`config.mk`:
```
export PLATFORM = sky130hd
export DESIGN_NAME = time_display_mux
export DESIGN_NICKNAME = d
export VERILOG_FILES = /design/src/rtl/time_display_mux.sv
export SDC_FILE = /design/constraint.sdc
export NUM_CORES = 1
export LEC_CHECK = 0
export ABC_CLOCK_PERIOD_IN_PS = 6600
export CORE_MARGIN = 2
export CORE_UTILIZATION = 40
export CTS_BUF_LIST = sky130_fd_sc_hd__clkbuf_4 sky130_fd_sc_hd__clkbuf_8 sky130_fd_sc_hd__clkbuf_16
export CTS_CLUSTER_DIAMETER = 100
export DETAILED_ROUTE_END_ITERATION = 16
export PLACE_DENSITY = 0.62
export SETUP_SLACK_MARGIN = 0.4
export SLEW_MARGIN = 25
export SYNTH_ARGS = -nofsm -noshare
export SYNTH_HDL_FRONTEND = slang
export SYNTH_SLANG_ARGS = --single-unit
```
`constraint.sdc`:
```
create_clock -name clk -period 6.6 [get_ports clk]
set_input_delay 1.32 -clock clk [delete_from_list [all_inputs] [get_ports clk]]
set_output_delay 1.32 -clock clk [all_outputs]
set_load 0.1 [all_outputs]
```
`src/rtl/time_display_mux.sv`:
```
// time_display_mux
//   Drives a 6-digit multiplexed 7-segment display (HH.MM.SS) from the
//   binary hour/min/sec outputs of the clock core. The time is captured
//   once per scan frame, so a rollover in the middle of a frame cannot
//   tear the displayed value.
//
// Parameters
//   SCAN_DIV       clk cycles each digit stays lit (2..2^20)
//   SEG_ACTIVE_LOW 1: seg/dp driven low = lit
//   AN_ACTIVE_LOW  1: an driven low = digit selected
//
// Ports
//   clk   in   system clock
//   rst   in   synchronous active-high reset
//   hour  in   [4:0] binary hours (0..31)
//   min   in   [5:0] binary minutes (0..63)
//   sec   in   [5:0] binary seconds (0..63)
//   seg   out  [6:0] segments {g,f,e,d,c,b,a}
//   dp    out  decimal point (lit on the separator digits 2 and 4)
//   an    out  [5:0] digit enables, bit0 = rightmost digit
//
// Optional build macro
//   HOUR_LEADING_ZERO_BLANK_EN  blanks the hour-tens digit when hour < 10;
//                               the digit slot is still scanned so the
//                               frame timing does not change.
module time_display_mux #(
    parameter int SCAN_DIV       = 50000,
    parameter bit SEG_ACTIVE_LOW = 1'b1,
    parameter bit AN_ACTIVE_LOW  = 1'b1
) (
    input  logic       clk,
    input  logic       rst,
    input  logic [4:0] hour,
    input  logic [5:0] min,
    input  logic [5:0] sec,
    output logic [6:0] seg,
    output logic       dp,
    output logic [5:0] an
);

    localparam int             CW       = $clog2(SCAN_DIV);
    localparam logic [CW-1:0]  CNT_LAST = CW'(SCAN_DIV - 1);
    localparam logic [CW-1:0]  CNT_ZERO = {CW{1'b0}};
    // Inactive levels double as XOR masks converting active-high to pin polarity.
    localparam logic [6:0]     SEG_OFF  = SEG_ACTIVE_LOW ? 7'h7F : 7'h00;
    localparam logic           DP_OFF   = SEG_ACTIVE_LOW ? 1'b1 : 1'b0;
    localparam logic [5:0]     AN_OFF   = AN_ACTIVE_LOW ? 6'h3F : 6'h00;

    // Active-high segment pattern (bit0 = a) for a decimal digit.
    function automatic logic [6:0] seg_encode(input logic [3:0] digit);
        logic [6:0] pat;
        case (digit)
            4'd0:    pat = 7'h3F;
            4'd1:    pat = 7'h06;
            4'd2:    pat = 7'h5B;
            4'd3:    pat = 7'h4F;
            4'd4:    pat = 7'h66;
            4'd5:    pat = 7'h6D;
            4'd6:    pat = 7'h7D;
            4'd7:    pat = 7'h07;
            4'd8:    pat = 7'h7F;
            4'd9:    pat = 7'h6F;
            default: pat = 7'h00;
        endcase
        return pat;
    endfunction

    // Tens digit of a 0..63 value (no clamping; 60..63 gives 6).
    function automatic logic [3:0] bcd_tens(input logic [5:0] v);
        logic [5:0] q;
        q = v / 6'd10;
        return q[3:0];
    endfunction

    // Ones digit of a 0..63 value.
    function automatic logic [3:0] bcd_ones(input logic [5:0] v);
        logic [5:0] r;
        r = v % 6'd10;
        return r[3:0];
    endfunction

    logic [CW-1:0] cnt_r;
    logic [2:0]    idx_r;
    logic [4:0]    hour_snap_r;
    logic [5:0]    min_snap_r;
    logic [5:0]    sec_snap_r;
    logic [6:0]    seg_r;
    logic          dp_r;
    logic [5:0]    an_r;

    logic [3:0]    digit_s;
    logic          blank_s;
    logic [6:0]    seg_act_s;
    logic          dp_act_s;
    logic [5:0]    an_act_s;

    // Dwell counter, digit index and per-frame time snapshot.
    always_ff @(posedge clk) begin
        if (rst) begin
            cnt_r       <= CNT_ZERO;
            idx_r       <= 3'd0;
            hour_snap_r <= 5'd0;
            min_snap_r  <= 6'd0;
            sec_snap_r  <= 6'd0;
        end else begin
            if (cnt_r == CNT_LAST) begin
                cnt_r <= CNT_ZERO;
                if (idx_r == 3'd5) begin
                    idx_r <= 3'd0;
                end else begin
                    idx_r <= idx_r + 3'd1;
                end
            end else begin
                cnt_r <= cnt_r + CW'(1);
            end
            // Frame start: the only point where the inputs are looked at.
            if ((cnt_r == CNT_ZERO) && (idx_r == 3'd0)) begin
                hour_snap_r <= hour;
                min_snap_r  <= min;
                sec_snap_r  <= sec;
            end else begin
                hour_snap_r <= hour_snap_r;
                min_snap_r  <= min_snap_r;
                sec_snap_r  <= sec_snap_r;
            end
        end
    end

    // Select the digit for the current index and build active-high outputs.
    always_comb begin
        digit_s = 4'd0;
        case (idx_r)
            3'd0:    digit_s = bcd_ones(sec_snap_r);
            3'd1:    digit_s = bcd_tens(sec_snap_r);
            3'd2:    digit_s = bcd_ones(min_snap_r);
            3'd3:    digit_s = bcd_tens(min_snap_r);
            3'd4:    digit_s = bcd_ones({1'b0, hour_snap_r});
            3'd5:    digit_s = bcd_tens({1'b0, hour_snap_r});
            default: digit_s = 4'd0;
        endcase

`ifdef HOUR_LEADING_ZERO_BLANK_EN
        blank_s = (idx_r == 3'd5) && (hour_snap_r < 5'd10);
`else
        blank_s = 1'b0;
`endif

        if (blank_s) begin
            seg_act_s = 7'h00;
            dp_act_s  = 1'b0;
        end else begin
            seg_act_s = seg_encode(digit_s);
            dp_act_s  = (idx_r == 3'd2) || (idx_r == 3'd4);
        end
        // The blanked digit keeps its enable so scan timing is unchanged.
        an_act_s = 6'b000001 << idx_r;
    end

    // Registered pin outputs; one cycle behind the index.
    always_ff @(posedge clk) begin
        if (rst) begin
            seg_r <= SEG_OFF;
            dp_r  <= DP_OFF;
            an_r  <= AN_OFF;
        end else begin
            seg_r <= seg_act_s ^ SEG_OFF;
            dp_r  <= dp_act_s ^ DP_OFF;
            an_r  <= an_act_s ^ AN_OFF;
        end
    end

    assign seg = seg_r;
    assign dp  = dp_r;
    assign an  = an_r;

endmodule

```
After elaboration in Yosys (flattened, before gate mapping)
Memories as Yosys holds them, arrays and structs flattened.
Index checks and enable logic that the tools add are counted.
- register bits after elaboration: 50
- latch bits: 0
- RAM bits: 0
- bits in read-only memories: 112
- input bits: 19
- output and inout bits: 14
- logic and storage cells: 34
- memories kept: 1
- add/subtract/negate cells: 2
- $mul: 0
- divide/modulo/power cells: 6
- magnitude comparators: 0
- equality and inequality tests: 6
- shift-type cells: 1
- muxes and demuxes: 2
- bitwise logic cells: 3
- reductions and logical operators: 5
- memory list (memory ; words ; bits a word ; read ports ; clocked after memory_dff ; write ports ; line ; RTL):
    (name not given) ; 16 ; 7 ; 1 ; 0 ; 0 ; 52 ; case (digit)
- operators by type and width (cell ; number):
    $pmux 4 s6 ; 1
    $add 16x1->16 const B ; 1
    $eq 16x16->1 const B ; 1
    $logic_not 16->1 ; 1
    $div 6x4->6 const B ; 2
    $mod 6x4->6 const B ; 2
    $not 7->7 ; 1
    $div 5x4->6 const B ; 1
    $eq 3x2->1 const B ; 2
    $eq 3x3->1 const B ; 2
    $mod 5x4->6 const B ; 1
    $not 6->6 ; 1
    $shl 1x3->6 const A ; 1
    $add 3x1->3 const B ; 1
    $eq 3x1->1 const B ; 1
    $logic_not 3->1 ; 1
    $mux 3 ; 1
    $reduce_or 2->1 ; 1
    $logic_and 1x1->1 ; 1
    $logic_or 1x1->1 ; 1
    $not 1->1 ; 1

Logic depth before layout (Yosys ltp)
Gate-level depths: netlist of the first run.
An unclocked memory read counts as a cell.
- depth after elaboration: 4
- mapped depth: 19
- mapped depth without buffers: 17

Least setup slack after synthesis of the first run
No wires, ideal clock.
- path kind: register to register
- start: register idx_r[0]
- end: register seg_r[5] (netlist: seg[5])
- library setup time: 0.120 ns
- arrival: 3.754 ns
- data required time: 6.480 ns
- slack: 2.727 ns
- stages on the path, launching flop included: 19
- buffers on the path: 2
- path through: dfxtp_1 -> buf_6 -> clkbuf_1 -> and2_1 -> ha_1 -> and3_4 -> a221o_2 -> clkinv_2 -> ha_1 -> o21bai_2 -> a21oi_2 -> a211o_1 -> a31oi_1 -> o311ai_1 -> inv_1 -> ha_1 -> or2_2 -> a21oi_1 -> o21bai_1
- cells in the longest elaborated chain, start to end: 4
- elaborated cells on any way between the ends: 9
- classes of those cells: eq/ne (5); mux (1); bitwise (1); reduce/logical (1); memory (1)
- RTL lines (element ; line ; RTL):
    from (decl) ; 83 ; logic [2:0] idx_r;
    from (signal assigned) ; 111 ; idx_r <= idx_r + 3'd1;
    $eq 3x3->1 (tied with other cells) ; 132 ; case (idx_r)
    $pmux 4 s6 (*) ; 132 ;
    $mem_v2 16x7 (*) ; - ;
    $not 7->7 (no line) (*) ; - ;
    to (signal assigned) ; 166 ; seg_r <= seg_act_s ^ SEG_OFF;
    to (decl) ; 87 ; logic [6:0] seg_r;
Mark *: on every way between the ends. The rest lies on a longest branch, timed or not.
A chain may end at the register's enable or synchronous reset.

Worst setup path in the final report of the first run
- start: register idx_r[2]
- end: register seg_r[5] (netlist: seg[5])
The elaborated chain is that of the path after synthesis.

==> flow_summary.yaml, run 1 <==
outcome:
  outcome: "finished clean"
cts:
  cts_setup_buffers: 0
  max-clock-path-buffers: 2
  tritoncts: "yes"
  ctsHoldBuffers: 0
  cts_resized: 0
  cts_buffers: 5
  root_buffer: "clkbuf_8"
  htree_levels: 2
  clock-sinks: 50
  clk_pin_slew_worst_paths_ns: 0.10
  insertion_delay_ns: 0.31
grt:
  use_met1: 0.247
  grtUsageMet3: 0.0301
  grt_use_total: 0.170
  grt_overflow_total: 0
  first_global_vias: 2462
  grt_busiest_layer: "met2"
  grt_max_degree: 35
  grt_pass1_wl_um: 11800
  antenna_found_initial: 0
  grt_use_met2: 0.260
yosys:
  async_flop_share: 0
  netlist_area_sq_mm: 0.00313
  yosysWarnings: 0
  synth.distinct_cells: 75
  ys_dominant_reg_cell: "dfxtp_1"
  synth_cells: 362
  syn-num-nets: 394
  yosysSeqAreaShare: 0.320
  post-synth-top-area-cell: "dfxtp_1"
  synth_top_area_frac: 0.320
  synth_edf_count: 0
  synth_seq_cells: 50
  ys_top_cells_by_count: "nor2_1 (52), dfxtp_1 (50), nand2_1 (26), mux2i_1 (21), a21oi_1 (17)"
  syn_area_per_cell_sq_um: 8.65
  yosysMostFrequentCell: "nor2_1"
  synthTopCellsByArea: "dfxtp_1 (32%), mux2i_1 (6.7%), nor2_1 (6.2%), ha_1 (5.2%), nand2_1 (3.1%)"
setup_path:
  crit_family: "compound AO/OA/AOI/OAI gates"
  rrSetupSlack_ns: 2.03
  critPathSlowestCell: "dfxtp_1"
  arrival_ns: 4.77
  cp_cell_sequence: "inv_1, ha_1, and3_4, a221o_2, clkinv_2, ha_1, inv_1, o2111a_1, a211o_1, a31oi_1, o311ai_1, inv_1, ha_1, or2_2, a21oi_1, o21bai_1"
  crit_type: "reg -> reg"
  cp.required_ns: 6.80
  path_max_fanout: 25
  rr_startpoint: "idx_r[2]"
  critPathLaunchType: "register"
  critPathBufInv: 4
  slowest_delay_ns: 0.90
  worstSetupEndpointType: "register"
  startpoint: "idx_r[2]"
cells_and_area:
  multi_input_area_sq_mm: 0.00198
  drive_gt1_frac: 0.123
  nFillCells: 745
  design_area_sq_mm: 0.00361
  seqCellArea_sq_mm: 0.00100
  n_antenna_cell: 0
  instances_no_fill: 492
  fin_util: 0.472
  finish.net_count: 421
  area_delta_synth_final_pct: 15.3
die:
  dieArea_sq_mm: 0.00855
  fp-row-count: 32
  core_area_sq_mm: 0.00765
  io_pins: 33
  start_util: 0.410
  die_w_um: 92.5
  die_h_um: 92.5
timing:
  setup_slack_ns: 2.03
  hold_ws_ns: 0.485
  finalHoldViolations: 0
  fin_crit_sh: 0.692
  timing.fmax_mhz: 219
  slew_viol_final: 0
  finClkSkew_ns: 0.00562
  setup_tns_ns: 0
  worst_slew_pin_slew_ns: 0.979
  setup_viol: 0
  fin_crit_ns: 4.57
  rsz0062_at_grt: "false"
  maxSlewHeadroom: 0.345
route:
  postRouteAntennaNets: 0
  drc: 0
  vias_per_cell: 5.49
  drtIter0Drc: 137
  wl_um: 6920
  firstDrtPassIters: 4
  vias: 2703
  wl_per_cell_um: 14.1
place:
  dp.cells: 484
  dp_slack_ns: 2.11
  place_area_sq_mm: 0.00351
  port_buffers: 32
  gp_congestion: 0.892
  hpwl_um: 5230
power:
  report.power.total_uw: 865
  cellPowerDensity_mw_per_mm2: 240
  max-vdd-ir-drop_mv: 0.0989
  p_leak_nw: 1.40
job:
  drv_cap: 0
min_path:
  hold_path.class: "reg -> reg"
  hold_path.startpoint: "cnt_r[0]"
-- where the power goes --
group / total [mW] / internal [mW] / switching, mW
Combinational: 0.327 / 0.116 / 0.211
Sequential: 0.344 / 0.326 / 0.0179
Clock: 0.194 / 0.0865 / 0.108
Total: 0.865 / 0.529 / 0.336
-- cell usage in the layout, fill, tap and decap left out, types with 3 or more instances in the layout --
master	Yosys	layout
nor3_1	8	7
a21oi_1	17	17
a31oi_1	3	3
nand2_1	26	26
nor2_2	4	4
a211oi_2	4	4
a211o_1	5	5
a221o_1	3	3
and3_1	3	3
o22ai_1	4	4
inv_1	13	13
nand3_1	10	10
nor2b_1	3	3
a21oi_2	5	5
clkbuf_8	0	6
o21ai_0	7	7
xnor2_1	9	9
ha_1	13	13
o21bai_1	6	6
xor2_1	6	6
clkdlybuf4s50_1	0	32
nand4_1	6	6
mux2i_1	21	21
nor3b_1	3	3
or2_2	3	3
inv_2	3	3
nand2b_1	3	3
nor4_1	3	3
nor2_1	52	52
dfxtp_1	50	50
-- logic make-up after synthesis --
kind of cell,after synthesis,share of synthesized area
simple gates,142,0.233
compound gates,90,0.238
flops,50,0.320
buf+inv,31,0.0491
mux,21,0.0671
xor+xnor,15,0.0420
fa+ha+maj,13,0.0519
-- registers in the layout, summed over array words and instances, names as in the netlist --
name         count
seg              7
sec_snap_r       6
hour_snap_r      5
dp               1
min_snap_r       6
cnt_r           16
an               6
idx_r            3
-- metal layers --
metal | wire length, um | vias up
li1 | - | 1371
met1 | 3520 | 1264
met2 | 3050 | 59
met3 | 279 | 9
met4 | 65 | 0
met5 | 0 | -
-- worst paths after layout --
path,cells after the start,endpoint
max,16,seg[5]
min,1,cnt_r[0]
max reg2reg,16,seg[5]
min reg2reg,1,cnt_r[0]
-- final cells by class --
type                            instances  area share
Multi-Input combinational cell        281       0.549
Sequential cell                        50       0.277
Timing Repair Buffer                   34      0.0929
Tap cell                              102      0.0354
Clock buffer                            6      0.0229
Inverter                               17      0.0180
Clock inverter                          2     0.00451
Note: power is estimated with default switching activity, not from simulation.
==> run 2, diff against run 1 <==
--- a/config.mk
+++ b/config.mk
@@ -5,7 +5,7 @@
 export SDC_FILE = /design/constraint.sdc
 export NUM_CORES = 1
 export LEC_CHECK = 0
-export ABC_CLOCK_PERIOD_IN_PS = 6600
+export ABC_CLOCK_PERIOD_IN_PS = 4800
 export CORE_MARGIN = 2
 export CORE_UTILIZATION = 40
 export CTS_BUF_LIST = sky130_fd_sc_hd__clkbuf_4 sky130_fd_sc_hd__clkbuf_8 sky130_fd_sc_hd__clkbuf_16
==> constraint.sdc (replaced) <==
create_clock -name clk -period 4.8 [get_ports clk]
set_input_delay 0.96 -clock clk [delete_from_list [all_inputs] [get_ports clk]]
set_output_delay 0.96 -clock clk [all_outputs]
set_load 0.1 [all_outputs]
==> flow_summary.yaml, run 2 (same netlist as run 1, synthesis figures left out) <==
outcome:
  outcome: "finished clean"
route:
  dr_wl_met2_um: 3000
  wl_met1_um: 3480
  top_layer_used: "met4"
  met3WireLength_um: 372
  postRouteAntennaNets: 0
  wl_um: 6940
  firstDrtPassIters: 5
  vias: 2669
  wl_per_cell_um: 14.0
  drc: 0
  vias_per_cell: 5.40
  drtIter0Drc: 157
cells_and_area:
  largest_register_ffs: 16
  finish.net_count: 423
  fin_util: 0.475
  drive_gt1_frac: 0.138
  design_area_sq_mm: 0.00363
  layout_common_cells: "nor2_1 (52), dfxtp_1 (47), clkdlybuf4s50_1 (32)"
  n_antenna_cell: 0
  layout_commonest_cell: "nor2_1"
  area_delta_synth_final_pct: 16.1
  top_register: "cnt_r"
die:
  fp-row-count: 32
  io_pins: 33
  dieArea_sq_mm: 0.00855
  core_area_sq_mm: 0.00765
  die_h_um: 92.5
  start_util: 0.410
  die_w_um: 92.5
setup_path:
  path_max_fanout: 25
  worstSetupEndpointType: "register"
  slowest_delay_ns: 0.62
  crit_family: "simple AND/OR/NAND/NOR gates"
  arrival_ns: 4.26
  cp.required_ns: 4.99
  rrSetupSlack_ns: 0.73
  cp_cell_sequence: "or2_1, a21oi_1, nor2_2, inv_2, ha_1, inv_1, a211oi_2, nor2_1, a22oi_1, o21ai_0, nand2_1, ha_1, o311ai_1, a221oi_2, or2b_1, nor2_1, a211oi_2"
  crit_type: "reg -> reg"
  critPathBufInv: 2
  critPathLaunchType: "register"
  critPathSlowestCell: "dfxtp_2"
cts:
  ctsHoldBuffers: 0
  max-clock-path-buffers: 2
  clk_pin_slew_worst_paths_ns: 0.10
  clock-sinks: 50
  tritoncts: "yes"
  insertion_delay_ns: 0.31
  htree_levels: 2
  cts_buffers: 5
  root_buffer: "clkbuf_8"
timing:
  hold_ws_ns: 0.491
  timing.fmax_mhz: 246
  fin_crit_ns: 4.07
  setup_tns_ns: 0
  setup_viol: 0
  finClkSkew_ns: 0.00647
  rsz0062_at_grt: "false"
  maxSlewHeadroom: 0.346
  finalHoldViolations: 0
  worst_slew_pin_slew_ns: 0.978
  slew_viol_final: 0
  fin_crit_sh: 0.847
place:
  gp_congestion: 0.863
  hpwl_um: 5300
  place_area_sq_mm: 0.00353
  port_buffers: 32
grt:
  grt_use_total: 0.169
  grt_max_degree: 26
  grt_pass1_wl_um: 11800
  grt_overflow_total: 0
  first_global_vias: 2535
  antenna_found_initial: 0
job:
  drv_cap: 0
min_path:
  hold_path.class: "reg -> reg"
power:
  p_leak_nw: 1.42
  max-vdd-ir-drop_mv: 0.191
  cellPowerDensity_mw_per_mm2: 328
[run 2: changes by cell type in the layout (fill, tap and decap cells not counted), moves of 2 or more]
cell,before,now
buf_4,2,4
clkinv_4,0,2
dfxtp_1,50,47
dfxtp_2,0,3
[run 2: final timing paths]
| path | depth (start not counted) | end | startpoint |
|---|---|---|---|
| min reg2reg | 1 | cnt_r[0] | cnt_r[0] |
| min | 1 | cnt_r[0] | cnt_r[0] |
| max reg2reg | 17 | seg[4] | idx_r[1] |
| max | 17 | seg[4] | idx_r[1] |
[run 2: report_power, final]
group          internal (mW)  switching [mW]
logic                  0.160           0.290
clock network          0.108           0.160
registers              0.448          0.0242
[run 2: what timing repair did]
item	CTS	global route
endpoints found under the setup margin	0	7
resized for setup	0	4
setup buffers	0	0
[run 2: routing by layer]
layer	vias up	global-route usage
li1	1358	-
met1	1228	0.246
met2	73	0.254
met3	10	0.0317
met4	0	0.0473
met5	-	0
[run 2: worst reg2reg max path, cell delays in order (launching register included)]
cell and delay, ns:
dfxtp_2 0.62, or2_1 0.39, a21oi_1 0.18, nor2_2 0.18, inv_2 0.07, ha_1 0.21
inv_1 0.12, a211oi_2 0.06, nor2_1 0.20, a22oi_1 0.09, o21ai_0 0.27, nand2_1 0.10
ha_1 0.31, o311ai_1 0.12, a221oi_2 0.49, or2b_1 0.33, nor2_1 0.13, a211oi_2 0.09
[run 2: area by class of cell]
cell class	count	area (sq um)
clock buffer	5	68.8
clock inverter	3	28.8
fill	765	4010
inverter	17	65.1
multi-input combinational	281	1990
sequential	50	1000
tap	102	128
timing repair buffer	36	350
[run 2: per-stage QoR]
step,instances,power [mW],setup WS [ns]
finish,494,1.19,0.733
global route,494,1.25,0.406
CTS,494,1.20,0.421
detailed placement,486,0.928,0.426
global placement,486,0.923,0.593
floorplan,362,0.826,0.927
